**config.mk**
```make
export PLATFORM = sky130hd
export DESIGN_NAME = wb_hack_loader
export DESIGN_NICKNAME = d
export VERILOG_FILES = /design/src/rtl/hack_loader_pkg.sv /design/src/rtl/hack_loader_rom_if.sv /design/src/rtl/wb_hack_loader.sv
export SDC_FILE = /design/constraint.sdc
export NUM_CORES = 1
export LEC_CHECK = 0
export BUFFER_PORTS_ARGS = -buffer_cell sky130_fd_sc_hd__buf_2
export CAP_MARGIN = 20
export CORE_ASPECT_RATIO = 0.75
export CORE_MARGIN = 10
export CORE_UTILIZATION = 55
export CTS_BUF_LIST = sky130_fd_sc_hd__clkbuf_4
export CTS_CLUSTER_DIAMETER = 120
export DETAILED_ROUTE_END_ITERATION = 16
export GPL_ROUTABILITY_DRIVEN = 0
export PLACE_DENSITY = 0.95
export SYNTH_ARGS = -nofsm -noshare
export SYNTH_HDL_FRONTEND = slang
export SYNTH_SLANG_ARGS = --single-unit
export TNS_END_PERCENT = 50
```
**constraint.sdc**
```tcl
create_clock -name wb_clk_i -period 5.4 [get_ports wb_clk_i]
set_input_delay 0.27 -clock wb_clk_i [delete_from_list [all_inputs] [get_ports wb_clk_i]]
set_output_delay 0.27 -clock wb_clk_i [all_outputs]
set_load 0.01 [all_outputs]
```
**src/rtl/hack_loader_pkg.sv**
```systemverilog
// Shared definitions for the Hack SoC ROM loader: register map, bit indices,
// ROM handshake state encoding and the held ROM word payload.
package hack_loader_pkg;

    localparam int unsigned WB_DW  = 32;
    localparam int unsigned ROM_AW = 15;
    localparam int unsigned ROM_DW = 16;
    localparam int unsigned TO_CW  = 8;

    localparam logic [1:0] REG_CTRL   = 2'd0;
    localparam logic [1:0] REG_ADDR   = 2'd1;
    localparam logic [1:0] REG_DATA   = 2'd2;
    localparam logic [1:0] REG_STATUS = 2'd3;

    localparam int unsigned CTRL_SOC_RESET = 0;
    localparam int unsigned CTRL_LOAD_MODE = 1;
    localparam int unsigned STAT_BUSY      = 0;
    localparam int unsigned STAT_TIMEOUT   = 1;

    localparam logic [1:0] CTRL_RESET_VAL = 2'b01;

    typedef enum logic {
        R_IDLE = 1'b0,
        R_REQ  = 1'b1
    } rom_state_t;

    typedef struct packed {
        logic [ROM_AW-1:0] addr;
        logic [ROM_DW-1:0] data;
    } rom_word_t;

endpackage

```
**src/rtl/hack_loader_rom_if.sv**
```systemverilog
// ROM load handshake: holds one word request until the SoC acks it.
// Optional ack timeout is compiled in with HACK_LOADER_TIMEOUT_EN.
module hack_loader_rom_if
    import hack_loader_pkg::*;
#(
    parameter int unsigned TIMEOUT_CYCLES = 255
) (
    input  logic      clk,
    input  logic      rst_n,
    input  logic      start,
    input  rom_word_t word_in,
    input  logic      rom_ack,
    output logic      busy,
    output logic      req,
    output rom_word_t word,
    output logic      done_c,
    output logic      timeout_c
);

    rom_state_t state, state_d;
    logic       req_d;
    rom_word_t  word_d;

`ifdef HACK_LOADER_TIMEOUT_EN
    localparam logic [TO_CW-1:0] TO_LAST = TO_CW'(TIMEOUT_CYCLES - 1);
    logic [TO_CW-1:0] cnt, cnt_d;
`else
    logic unused_ok;
    assign unused_ok = ^TO_CW'(TIMEOUT_CYCLES);
`endif

    assign busy = (state == R_REQ);

    // State and request registers
    always_ff @(posedge clk or negedge rst_n) begin
        if (!rst_n) begin
            state <= R_IDLE;
            req   <= 1'b0;
            word  <= '0;
`ifdef HACK_LOADER_TIMEOUT_EN
            cnt   <= '0;
`endif
        end else begin
            state <= state_d;
            req   <= req_d;
            word  <= word_d;
`ifdef HACK_LOADER_TIMEOUT_EN
            cnt   <= cnt_d;
`endif
        end
    end

    // Next state; word is only captured on entry so it stays stable in R_REQ
    always_comb begin
        state_d   = state;
        req_d     = req;
        word_d    = word;
        done_c    = 1'b0;
        timeout_c = 1'b0;
`ifdef HACK_LOADER_TIMEOUT_EN
        cnt_d     = cnt;
`endif
        case (state)
            R_IDLE: begin
                if (start) begin
                    state_d = R_REQ;
                    req_d   = 1'b1;
                    word_d  = word_in;
`ifdef HACK_LOADER_TIMEOUT_EN
                    cnt_d   = '0;
`endif
                end
            end
            R_REQ: begin
                if (rom_ack) begin
                    state_d = R_IDLE;
                    req_d   = 1'b0;
                    done_c  = 1'b1;
`ifdef HACK_LOADER_TIMEOUT_EN
                end else if (cnt == TO_LAST) begin
                    state_d   = R_IDLE;
                    req_d     = 1'b0;
                    timeout_c = 1'b1;
                end else begin
                    cnt_d = cnt + TO_CW'(1);
`endif
                end
            end
            default: begin
                state_d = R_IDLE;
                req_d   = 1'b0;
            end
        endcase
    end

endmodule

```
**src/rtl/wb_hack_loader.sv**
```systemverilog
// Wishbone slave register window that loads Hack SoC ROM words one at a time.
// Define HACK_LOADER_TIMEOUT_EN to enable the ROM-ack timeout and STATUS[1].
module wb_hack_loader
    import hack_loader_pkg::*;
#(
    parameter logic [31:0] BASE_ADDR      = 32'h3000_0000,
    parameter int unsigned TIMEOUT_CYCLES = 255
) (
    input  logic              wb_clk_i,
    input  logic              wb_rst_n_i,
    input  logic              wbs_stb_i,
    input  logic              wbs_cyc_i,
    input  logic              wbs_we_i,
    input  logic [3:0]        wbs_sel_i,
    input  logic [WB_DW-1:0]  wbs_adr_i,
    input  logic [WB_DW-1:0]  wbs_dat_i,
    output logic              wbs_ack_o,
    output logic [WB_DW-1:0]  wbs_dat_o,
    output logic              soc_reset_o,
    output logic              rom_wr_req_o,
    output logic [ROM_AW-1:0] rom_wr_addr_o,
    output logic [ROM_DW-1:0] rom_wr_data_o,
    input  logic              rom_wr_ack_i
);

    logic [1:0]        ctrl;
    logic [ROM_AW-1:0] addr;
    logic [ROM_DW-1:0] data;
    logic              terr;
    logic              start;
    logic              busy;
    logic              done_c;
    logic              timeout_c;
    rom_word_t         rom_word;

    logic [1:0]        reg_c;
    logic              hit_c;
    logic              stall_c;
    logic              accept_c;
    logic              wr_c;
    logic [WB_DW-1:0]  rd_data_c;

    logic unused_ok;
    assign unused_ok = ^{wbs_sel_i, wbs_adr_i[1:0], wbs_dat_i[WB_DW-1:ROM_DW]};

    assign soc_reset_o   = ctrl[CTRL_SOC_RESET];
    assign rom_wr_addr_o = rom_word.addr;
    assign rom_wr_data_o = rom_word.data;

    // Decode; the ~ack term keeps acks from landing on consecutive cycles
    assign reg_c    = wbs_adr_i[3:2];
    assign hit_c    = wbs_cyc_i & wbs_stb_i & ~wbs_ack_o
                    & (wbs_adr_i[WB_DW-1:4] == BASE_ADDR[WB_DW-1:4]);
    assign stall_c  = wbs_we_i & (reg_c == REG_DATA) & busy;
    assign accept_c = hit_c & ~stall_c;
    assign wr_c     = accept_c & wbs_we_i;

    always_comb begin
        rd_data_c = '0;
        case (reg_c)
            REG_CTRL:   rd_data_c = WB_DW'(ctrl);
            REG_ADDR:   rd_data_c = WB_DW'(addr);
            REG_DATA:   rd_data_c = WB_DW'(data);
            default:    rd_data_c = WB_DW'({terr, busy});
        endcase
    end

    // Bus response and register file; an ADDR write beats the ack increment
    always_ff @(posedge wb_clk_i or negedge wb_rst_n_i) begin
        if (!wb_rst_n_i) begin
            wbs_ack_o <= 1'b0;
            wbs_dat_o <= '0;
            ctrl      <= CTRL_RESET_VAL;
            addr      <= '0;
            data      <= '0;
            start     <= 1'b0;
        end else begin
            wbs_ack_o <= accept_c;
            wbs_dat_o <= accept_c ? rd_data_c : '0;
            start     <= wr_c & (reg_c == REG_DATA) & ctrl[CTRL_LOAD_MODE];
            if (wr_c && reg_c == REG_CTRL) begin
                ctrl <= wbs_dat_i[1:0];
            end
            if (wr_c && reg_c == REG_DATA) begin
                data <= wbs_dat_i[ROM_DW-1:0];
            end
            if (wr_c && reg_c == REG_ADDR) begin
                addr <= wbs_dat_i[ROM_AW-1:0];
            end else if (done_c) begin
                addr <= addr + ROM_AW'(1);
            end
        end
    end

`ifdef HACK_LOADER_TIMEOUT_EN
    // Sticky timeout flag, write-1-to-clear; a new timeout wins over the clear
    always_ff @(posedge wb_clk_i or negedge wb_rst_n_i) begin
        if (!wb_rst_n_i) begin
            terr <= 1'b0;
        end else if (timeout_c) begin
            terr <= 1'b1;
        end else if (wr_c && reg_c == REG_STATUS && wbs_dat_i[STAT_TIMEOUT]) begin
            terr <= 1'b0;
        end
    end
`else
    logic unused_to;
    assign unused_to = timeout_c;
    assign terr      = 1'b0;
`endif

    hack_loader_rom_if #(
        .TIMEOUT_CYCLES (TIMEOUT_CYCLES)
    ) u_rom_if (
        .clk       (wb_clk_i),
        .rst_n     (wb_rst_n_i),
        .start     (start),
        .word_in   ('{addr: addr, data: data}),
        .rom_ack   (rom_wr_ack_i),
        .busy      (busy),
        .req       (rom_wr_req_o),
        .word      (rom_word),
        .done_c    (done_c),
        .timeout_c (timeout_c)
    );

endmodule

```
==> flow_metrics.tcl, run 1 <==
set metrics [dict create \
    die_y_um 91.5 \
    antenna_cells 0 \
    clock-sinks 84 \
    htree_num_levels 3 \
    cp_slowest_stage_delay_ns 0.77 \
    dp_hpwl_um 6730 \
    drt_iter0_drc 136 \
    drive_gt1_frac 0.481 \
    worst-endpoint-required_ns 5.72 \
    root_buffer "clkbuf_4" \
    cts_buffer_depth 2 \
    synthTopCellsByArea "dfrtp_1, mux2_2, mux2_4" \
    nets 463 \
    finalWirelength_um 9220 \
    synthFlopType "dfrtp_1" \
    setup_viol_count_final 0 \
    synth_area_per_cell_um2 13.2 \
    yosysTopAreaCell "dfrtp_1" \
    startpoint "wbs_ack_o" \
    top_usage_layer "met2" \
    num_vias 2567 \
    p_leak_nw 2.43 \
    critPathKind "reg -> reg" \
    synthCells 284 \
    grt_pass1_vias 2934 \
    yosysSeqAreaShare 0.560 \
    crit_fanout 15 \
    endpoint_kind "flop" \
    grt_max_degree 85 \
    crit_family "simple AND/OR/NAND/NOR gates" \
    worstMarginPinSlew_ns 0.680 \
    grt.met3_usage 0.0644 \
    cts_buffers 9 \
    grt_use_met1 0.210 \
    gr-total-overflow 0 \
    post_cts.repair.setup_buffers 0 \
    vias_per_cell 5.42 \
    yosys_warnings 0 \
    slew_headroom 0.547 \
    path_clk_slew_ns 0.13 \
    crit_buf_inv 0 \
    groute.usage.overall 0.179 \
    ys_ff_latch 84 \
    status "completed" \
    core_um2 6470 \
    num_rows 25 \
    maxSlewViolCount 0 \
    arrival_ns 2.58 \
    finalCritPeriodShare 0.420 \
    clk_latency_ns 0.42 \
    start_kind "flop" \
    hold_viol_final 0 \
    fmax_mhz 441 \
    antenna_found_initial 0 \
    io_buffers 101 \
    async_flop_share 1.00 \
    fin_skew_ns 0.0128 \
    setup-tns-final_ns 0 \
    cts_resized 0 \
    die-area_um2 10600 \
    final_core_util 0.687 \
    synth_top_area_frac 0.553 \
    drc 0 \
    met2_usage 0.300 \
    power_density_nw_per_um2 247 \
    fin_crit_ns 2.27 \
    min_from "wbs_dat_i[12]" \
    ant_nets 0 \
    area_delta_synth_final_pct 18.6 \
    wl_per_cell_um 19.4 \
    synth.distinct_cells 39 \
    holdCritPathClass "in -> reg" \
    cp_slowest_cell "or4_4" \
    crit_path_cell_trace "nor4bb_1 -> nand4_1 -> or4_4 -> mux2_4" \
    grt_pass1_wl_um 15100 \
    initial_core_util 0.580 \
    max-vdd-ir-drop_mv 0.156 \
    max_cap_viol_count 0 \
    num_io_pins 140 \
    cts_tree "done" \
    chipWidth_um 115 \
    synth-edff-count 0 \
    r2r-start "wbs_ack_o" \
    netlist_area_um2 3750 \
    rsz0062_at_grt "no" \
    dr.pass1.iters 4 \
]
worst reg2reg max path: cells and delay by family (launching register included):
kind | cells | cell delay (ns)
mux | 1 | 0.36
flops | 1 | 0.40
simple gates | 3 | 1.41
cells by family (layout without fill, tap and decap cells):
logic type	Yosys count	count (layout)	share of synthesized area
flip-flops	84	84	0.560
AND/OR/NAND/NOR	67	67	0.102
multiplexers	66	66	0.211
buffers and inverters	33	127	0.0557
AO/OA/AOI/OAI	18	18	0.0347
XOR/XNOR	14	14	0.0327
adder cells (fa/ha/maj)	1	1	0.00333
other	1	16	0.000999
registers in the layout (all words and copies together) (netlist names):
signal,count
u_rom_if.word,31
data,16
wbs_dat_o,16
addr,15
ctrl,2
start,1
u_rom_if.busy,1
u_rom_if.req,1
wbs_ack_o,1
metrics by stage:
step / total power, mW / hold slack (ns) / cells / setup slack [ns] / instance area [um2]
floorplan: 0.676 / -0.0256 / 299 / 3.00 / 3810
global placement: 0.705 / 0.462 / 456 / 2.93 / 4260
detailed placement: 0.709 / 0.487 / 456 / 2.86 / 4260
CTS: 1.11 / 0.0384 / 472 / 3.12 / 4410
global route: 1.14 / 0.0634 / 474 / 3.01 / 4450
finish: 1.10 / 0.0853 / 474 / 3.13 / 4450
final timing paths:
kind                                          end  slack, ns  cells past startpoint
worst max-delay path                     addr[13]       3.13                      4
worst min-delay path                     addr[12]       0.09                      2
worst max register to register           addr[13]       3.13                      4
worst min register to register  u_rom_if.word[26]       0.51                      1
max in group asynchronous                 data[2]       4.50                      3
min in group asynchronous       u_rom_if.word[29]       0.30                      2
power breakdown:
| part | switching, mW | leakage (nW) | internal, mW |
|---|---|---|---|
| Sequential | 0.00540 | 1.16 | 0.632 |
| Combinational | 0.0367 | 1.19 | 0.0257 |
| Clock | 0.211 | 0.0854 | 0.187 |
per-layer routing:
metal,part of all wire,wire (um)
met1,0.40,3670
met3,0.081,751
met4,0.019,172
met2,0.50,4630
met5,0,0
synthesized netlist by cell type (2+ instances only):
cell	instances
nor4bb_1	2
xnor2_1	6
mux2_2	54
inv_1	4
or3_1	2
nand3_1	2
clkbuf_1	9
nand4_1	6
mux2_4	10
nor3_1	2
a22oi_1	13
nor4b_1	4
xor2_1	8
buf_4	16
nor4_1	7
nor2b_1	3
dfrtp_1	83
nand2_1	13
or4_1	2
o21ai_0	2
nor2_1	18
layout by cell type (no fill, tap or decap), types with 3 or more instances in the layout:
master    count
nor2b_1       3
nor4b_1       4
nor4_1        7
inv_1         4
conb_1       16
clkbuf_4      9
a22oi_1      13
dfrtp_1      83
xnor2_1       6
nand2_1      13
nand4_1       6
buf_2       100
nor2_1       18
xor2_1        8
mux2_4       10
buf_4         5
mux2_2       54
timing repair:
item,CTS,global route
endpoints found under the setup margin,0,0
hold buffers,0,1
hold endpoints to repair,0,28
layout make-up:
| cell class | instances | area (um2) |
|---|---|---|
| clock inverters | 7 | 90.1 |
| flip-flops and latches | 84 | 2100 |
| well taps | 81 | 101 |
| multi-input cells | 182 | 1500 |
| inverters | 4 | 15.0 |
| clock buffers | 9 | 67.6 |
| fillers | 499 | 2020 |
| repair buffers | 107 | 576 |
Power figures use the tool's default switching activity.
==> run 2: changes to the inputs <==
CORE_UTILIZATION = 46   (was 55)
PLACE_DENSITY = 0.9   (was 0.95)
clock period = 2 ns   (was 5.4 ns; I/O delays follow)
==> flow_metrics.tcl, run 2 (synthesis results as in run 1) <==
set metrics [dict create \
    cts_tree "done" \
    cts_buffer_depth 2 \
    gr-total-overflow 0 \
    finalHoldWorstSlack_ns 0.0894 \
    worst-endpoint-required_ns 2.32 \
    area_delta_synth_final_pct 28.7 \
    core_um2 7920 \
    maxSlewViolCount 0 \
    p_seq_frac 0.546 \
    grt_pass1_vias 3014 \
    dp_slack_ns -0.130 \
    initial_core_util 0.474 \
    antenna_cells 0 \
    num_vias 2705 \
    endpoint_kind "flop" \
    top_register "u_rom_if.word" \
    power_density_nw_per_um2 649 \
    status "finished, violations left" \
    drive_gt1_frac 0.499 \
    finalWirelength_um 9650 \
    htree_num_levels 3 \
    grt_pass1_wl_um 15700 \
    max-vdd-ir-drop_mv 0.547 \
    drt_iter0_drc 197 \
    regArea_um2 2100 \
    n_fill_cell 648 \
    fin_skew_ns 0.0144 \
    crit_fanout 15 \
    critPathKind "reg -> reg" \
    violations "setup timing" \
    cts_buffers 9 \
    pwr-share-comb 0.069 \
    groute.usage.overall 0.157 \
    wl_per_cell_um 18.2 \
    num_io_pins 140 \
    start_kind "flop" \
    fin_crit_ns 2.03 \
    intPower_mw 2.46 \
    path_clk_slew_ns 0.12 \
    root_buffer "clkbuf_4" \
    clock-sinks 84 \
    num_rows 28 \
    ant_nets 0 \
    largest_register_ffs 31 \
    p_leak_nw 2.60 \
    fmax_mhz 492 \
    p_switching_mw 0.673 \
    die-area_um2 12200 \
    pwr-share-clk 0.386 \
    io_buffers 101 \
    arrival_ns 2.35 \
    max_cap_viol_count 0 \
    holdCritPathClass "in -> reg" \
    chipWidth_um 124 \
    nets 495 \
    vias_per_cell 5.10 \
    die_y_um 98.2 \
    p_sw_frac 0.215 \
    antenna_found_initial 0 \
    finalCritPeriodShare 1.02 \
    hold_viol_final 0 \
    setup_ws_ns -0.0315 \
    grt_max_degree 85 \
    layout_common_cells "buf_2, dfrtp_1, mux2_2" \
    dr.pass1.iters 4 \
    dp_hpwl_um 7070 \
    drc 0 \
    largestRegisters "u_rom_if.word x31, data x16, wbs_dat_o x16" \
    setup_viol_count_final 17 \
    rsz0062_at_grt "yes" \
    clk_latency_ns 0.43 \
    layout_commonest_cell "buf_2" \
    multiInputGateArea_um2 1540 \
]
-- run 2: final cells by class --
type                       count  area share
sequential                    84       0.435
multi-input combinational    182       0.320
timing repair buffer         139       0.177
tap                          105      0.0272
clock inverter                 5      0.0207
clock buffer                  11      0.0171
inverter                       4     0.00311
-- run 2: power groups by stage --
| stage | Combinational (mW) | Clock (mW) | Sequential (mW) |
|---|---|---|---|
| final | 0.216 | 1.21 | 1.71 |
| after global routing | 0.242 | 1.30 | 1.71 |
| after CTS | 0.217 | 1.24 | 1.71 |
| after detailed placement | 0.188 | 0 | 1.74 |
| after global placement | 0.181 | 0 | 1.74 |
| after floorplan | 0.0769 | 0 | 1.75 |
-- run 2: path summary, 6_finish.rpt --
path,cells past startpoint,slack [ns],from,endpoint
min in group asynchronous,3,0.21,wb_rst_n_i,wbs_dat_o[15]
worst min register to register,2,0.50,u_rom_if.word[23],u_rom_if.word[23]
max in group asynchronous,3,1.39,wb_rst_n_i,ctrl[0]
worst max register to register,4,-0.03,wbs_ack_o,addr[6]
worst max-delay path,4,-0.03,wbs_ack_o,addr[6]
worst min-delay path,4,0.09,wbs_adr_i[2],wbs_dat_o[1]
-- run 2: worst max-delay path: stages (launching register included) --
cell	delay (ns)
dfrtp_1	0.40
nor4bb_1	0.26
nand4_1	0.19
or4_4	0.72
mux2_4	0.35
-- run 2: timing repair --
item	in CTS	in global routing
setup endpoints to repair	19	33
pin swaps	0	1
hold buffers	18	0
resized for setup	1	14
buffers inserted	0	1
hold endpoints to repair	117	0
-- run 2: routing by layer --
layer	part of all wire	up-vias	wire length [um]	global-route usage
met1	0.41	1353	3920	0.174
li1	-	1252	-	-
met2	0.51	86	4930	0.275
met3	0.071	14	683	0.0556
met5	0	-	0	0
met4	0.012	0	119	0.0500
-- run 2: through the flow --
stage                     std cells  TNS (ns)  area (um2)  utilization  total power, mW
after floorplan                 299     -1.15        3810            -             1.83
after global placement          495     -1.65        4410        0.557             1.92
after detailed placement        495     -3.19        4410        0.557             1.93
after CTS                       529    -0.460        4780        0.603             3.17
after global routing            530     -3.24        4830        0.610             3.26
final                           530    -0.339        4830        0.610             3.14
==> run 3: changes to the inputs <==
BUFFER_PORTS_ARGS = not set   (was -buffer_cell sky130_fd_sc_hd__buf_2)
CORE_UTILIZATION = 59   (was 46)
DONT_BUFFER_PORTS = 1   (was not set)
==> flow_metrics.tcl, run 3 (synthesis results as in run 1) <==
set metrics [dict create \
    crit_path_cell_trace "nor4bb_2 -> nand4_1 -> or4_4 -> mux2_4" \
    dp_slack_ns -0.00385 \
    num_vias 2381 \
    antenna_cells 0 \
    ant_nets 0 \
    chipWidth_um 112 \
    crit_fanout 15 \
    fin_skew_ns 0.0143 \
    largestRegisters "u_rom_if.word x31, data x16, wbs_dat_o x16" \
    grt_pass1_vias 2510 \
    placed_cell_area_um2 3850 \
    endpoint_kind "flop" \
    hold_depth 3 \
    arrival_ns 2.38 \
    violations "setup timing" \
    drive_gt1_frac 0.318 \
    finalHoldWorstSlack_ns 0.0248 \
    fin_crit_ns 2.06 \
    die_y_um 89.1 \
    clock-sinks 84 \
    finalCritPeriodShare 1.03 \
    r2r-start "wbs_ack_o" \
    drt_iter0_drc 114 \
    setup_ws_ns -0.0595 \
    cts_buffer_depth 2 \
    finalWirelength_um 8820 \
    r2r.worst_path.cells 4 \
    die-area_um2 9990 \
    core_um2 6220 \
    dr.pass1.iters 4 \
    htree_num_levels 3 \
    cp_slowest_cell "or4_4" \
    r2r-end "addr[11]" \
    largest_register_ffs 31 \
    worst-endpoint-required_ns 2.32 \
    nets 394 \
    regToRegSetupSlack_ns -0.06 \
    status "finished, violations left" \
    top_register "u_rom_if.word" \
    num_rows 25 \
    vias_per_cell 5.88 \
    p_leak_nw 2.12 \
    holdPathEnd "start" \
    drc 0 \
    final_cell_area_um2 4300 \
    clk_latency_ns 0.43 \
    dp_hpwl_um 6250 \
    gr-total-overflow 0 \
    cts_buffers 9 \
    wl_per_cell_um 21.8 \
    area_delta_synth_final_pct 14.7 \
    grt_max_degree 85 \
    crit_family "simple AND/OR/NAND/NOR gates" \
    num_io_pins 140 \
    max-vdd-ir-drop_mv 0.447 \
    max_cap_viol_count 0 \
    layout_common_cells "dfrtp_1, mux2_2, dlygate4sd3_1" \
    start_kind "flop" \
    fmax_mhz 486 \
    critPathKind "reg -> reg" \
    path_clk_slew_ns 0.13 \
    maxSlewViolCount 0 \
    holdCritPathClass "in -> reg" \
    dp.cells 367 \
    power_density_nw_per_um2 747 \
    initial_core_util 0.603 \
    crit_buf_inv 0 \
    groute.usage.overall 0.186 \
    hold_viol_final 0 \
    layout_commonest_cell "dfrtp_1" \
    startpoint "wbs_ack_o" \
    grt_pass1_wl_um 14500 \
    io_buffers 0 \
    min_from "wbs_we_i" \
    layoutNonFillerInstCount 405 \
    cts_tree "done" \
    antenna_found_initial 0 \
    final_core_util 0.691 \
    setup_viol_count_final 27 \
    rsz0062_at_grt "yes" \
    root_buffer "clkbuf_4" \
    n_fill_cell 414 \
    cp_slowest_stage_delay_ns 0.72 \
]
run 3: changes by cell type in the layout (fill, tap and decap cells not counted), moves of 3 or more:
cell,delta
buf_2,-100
buf_4,-4
dlygate4sd3_1,+3
mux2_2,+8
mux2_4,-8
nor2_1,+5
nor2_2,-5
run 3: cell type report:
type                       instances  area (um2)  area share
inverter                           4        15.0     0.00349
timing repair buffer              38         370      0.0860
clock buffer                      11        82.6      0.0192
sequential                        84        2100       0.489
clock inverter                     5         124      0.0288
multi-input combinational        182        1510       0.350
tap                               81         101      0.0235
run 3: tightest hold or removal path, stage by stage:
cell,delay [ns]
nand2_1,0.10
nor4_1,0.08
and2_1,0.14
run 3: metal layers:
layer,vias up,wire length [um],GRT usage
li1,1054,-,-
met1,1229,3510,0.221
met5,-,0,0
met4,0,206,0.0793
met3,14,688,0.0711
met2,84,4410,0.298
run 3: worst max-delay path by stage:
stage / endpoint / slack, ns / cells past startpoint
after global placement: addr[10] / 0.009 / 4
after floorplan: addr[10] / -0.12 / 6
after detailed placement: addr[9] / -0.004 / 4
after CTS: addr[11] / -0.02 / 4
final: addr[11] / -0.06 / 4
after global routing: addr[11] / -0.14 / 4
run 3: power by group:
part	switching [mW]	internal (mW)	total, mW
combinational	0.0986	0.0691	0.168
sequential	0.00677	1.71	1.71
clock	0.551	0.784	1.33
total	0.656	2.56	3.22
run 3: repair_timing:
item	CTS	global route
gates cloned	0	0
hold endpoints to repair	121	0
hold buffers	22	0
setup endpoints to repair	11	33
gates resized for setup	1	1
setup buffers	0	0
run 3: per-stage QoR:
| stage | total power, mW | TNS, ns |
|---|---|---|
| after global routing | 3.34 | -3.19 |
| after floorplan | 1.83 | -1.15 |
| after CTS | 3.23 | -0.132 |
| final | 3.22 | -0.750 |
| after detailed placement | 1.83 | -0.00624 |
| after global placement | 1.83 | 0 |
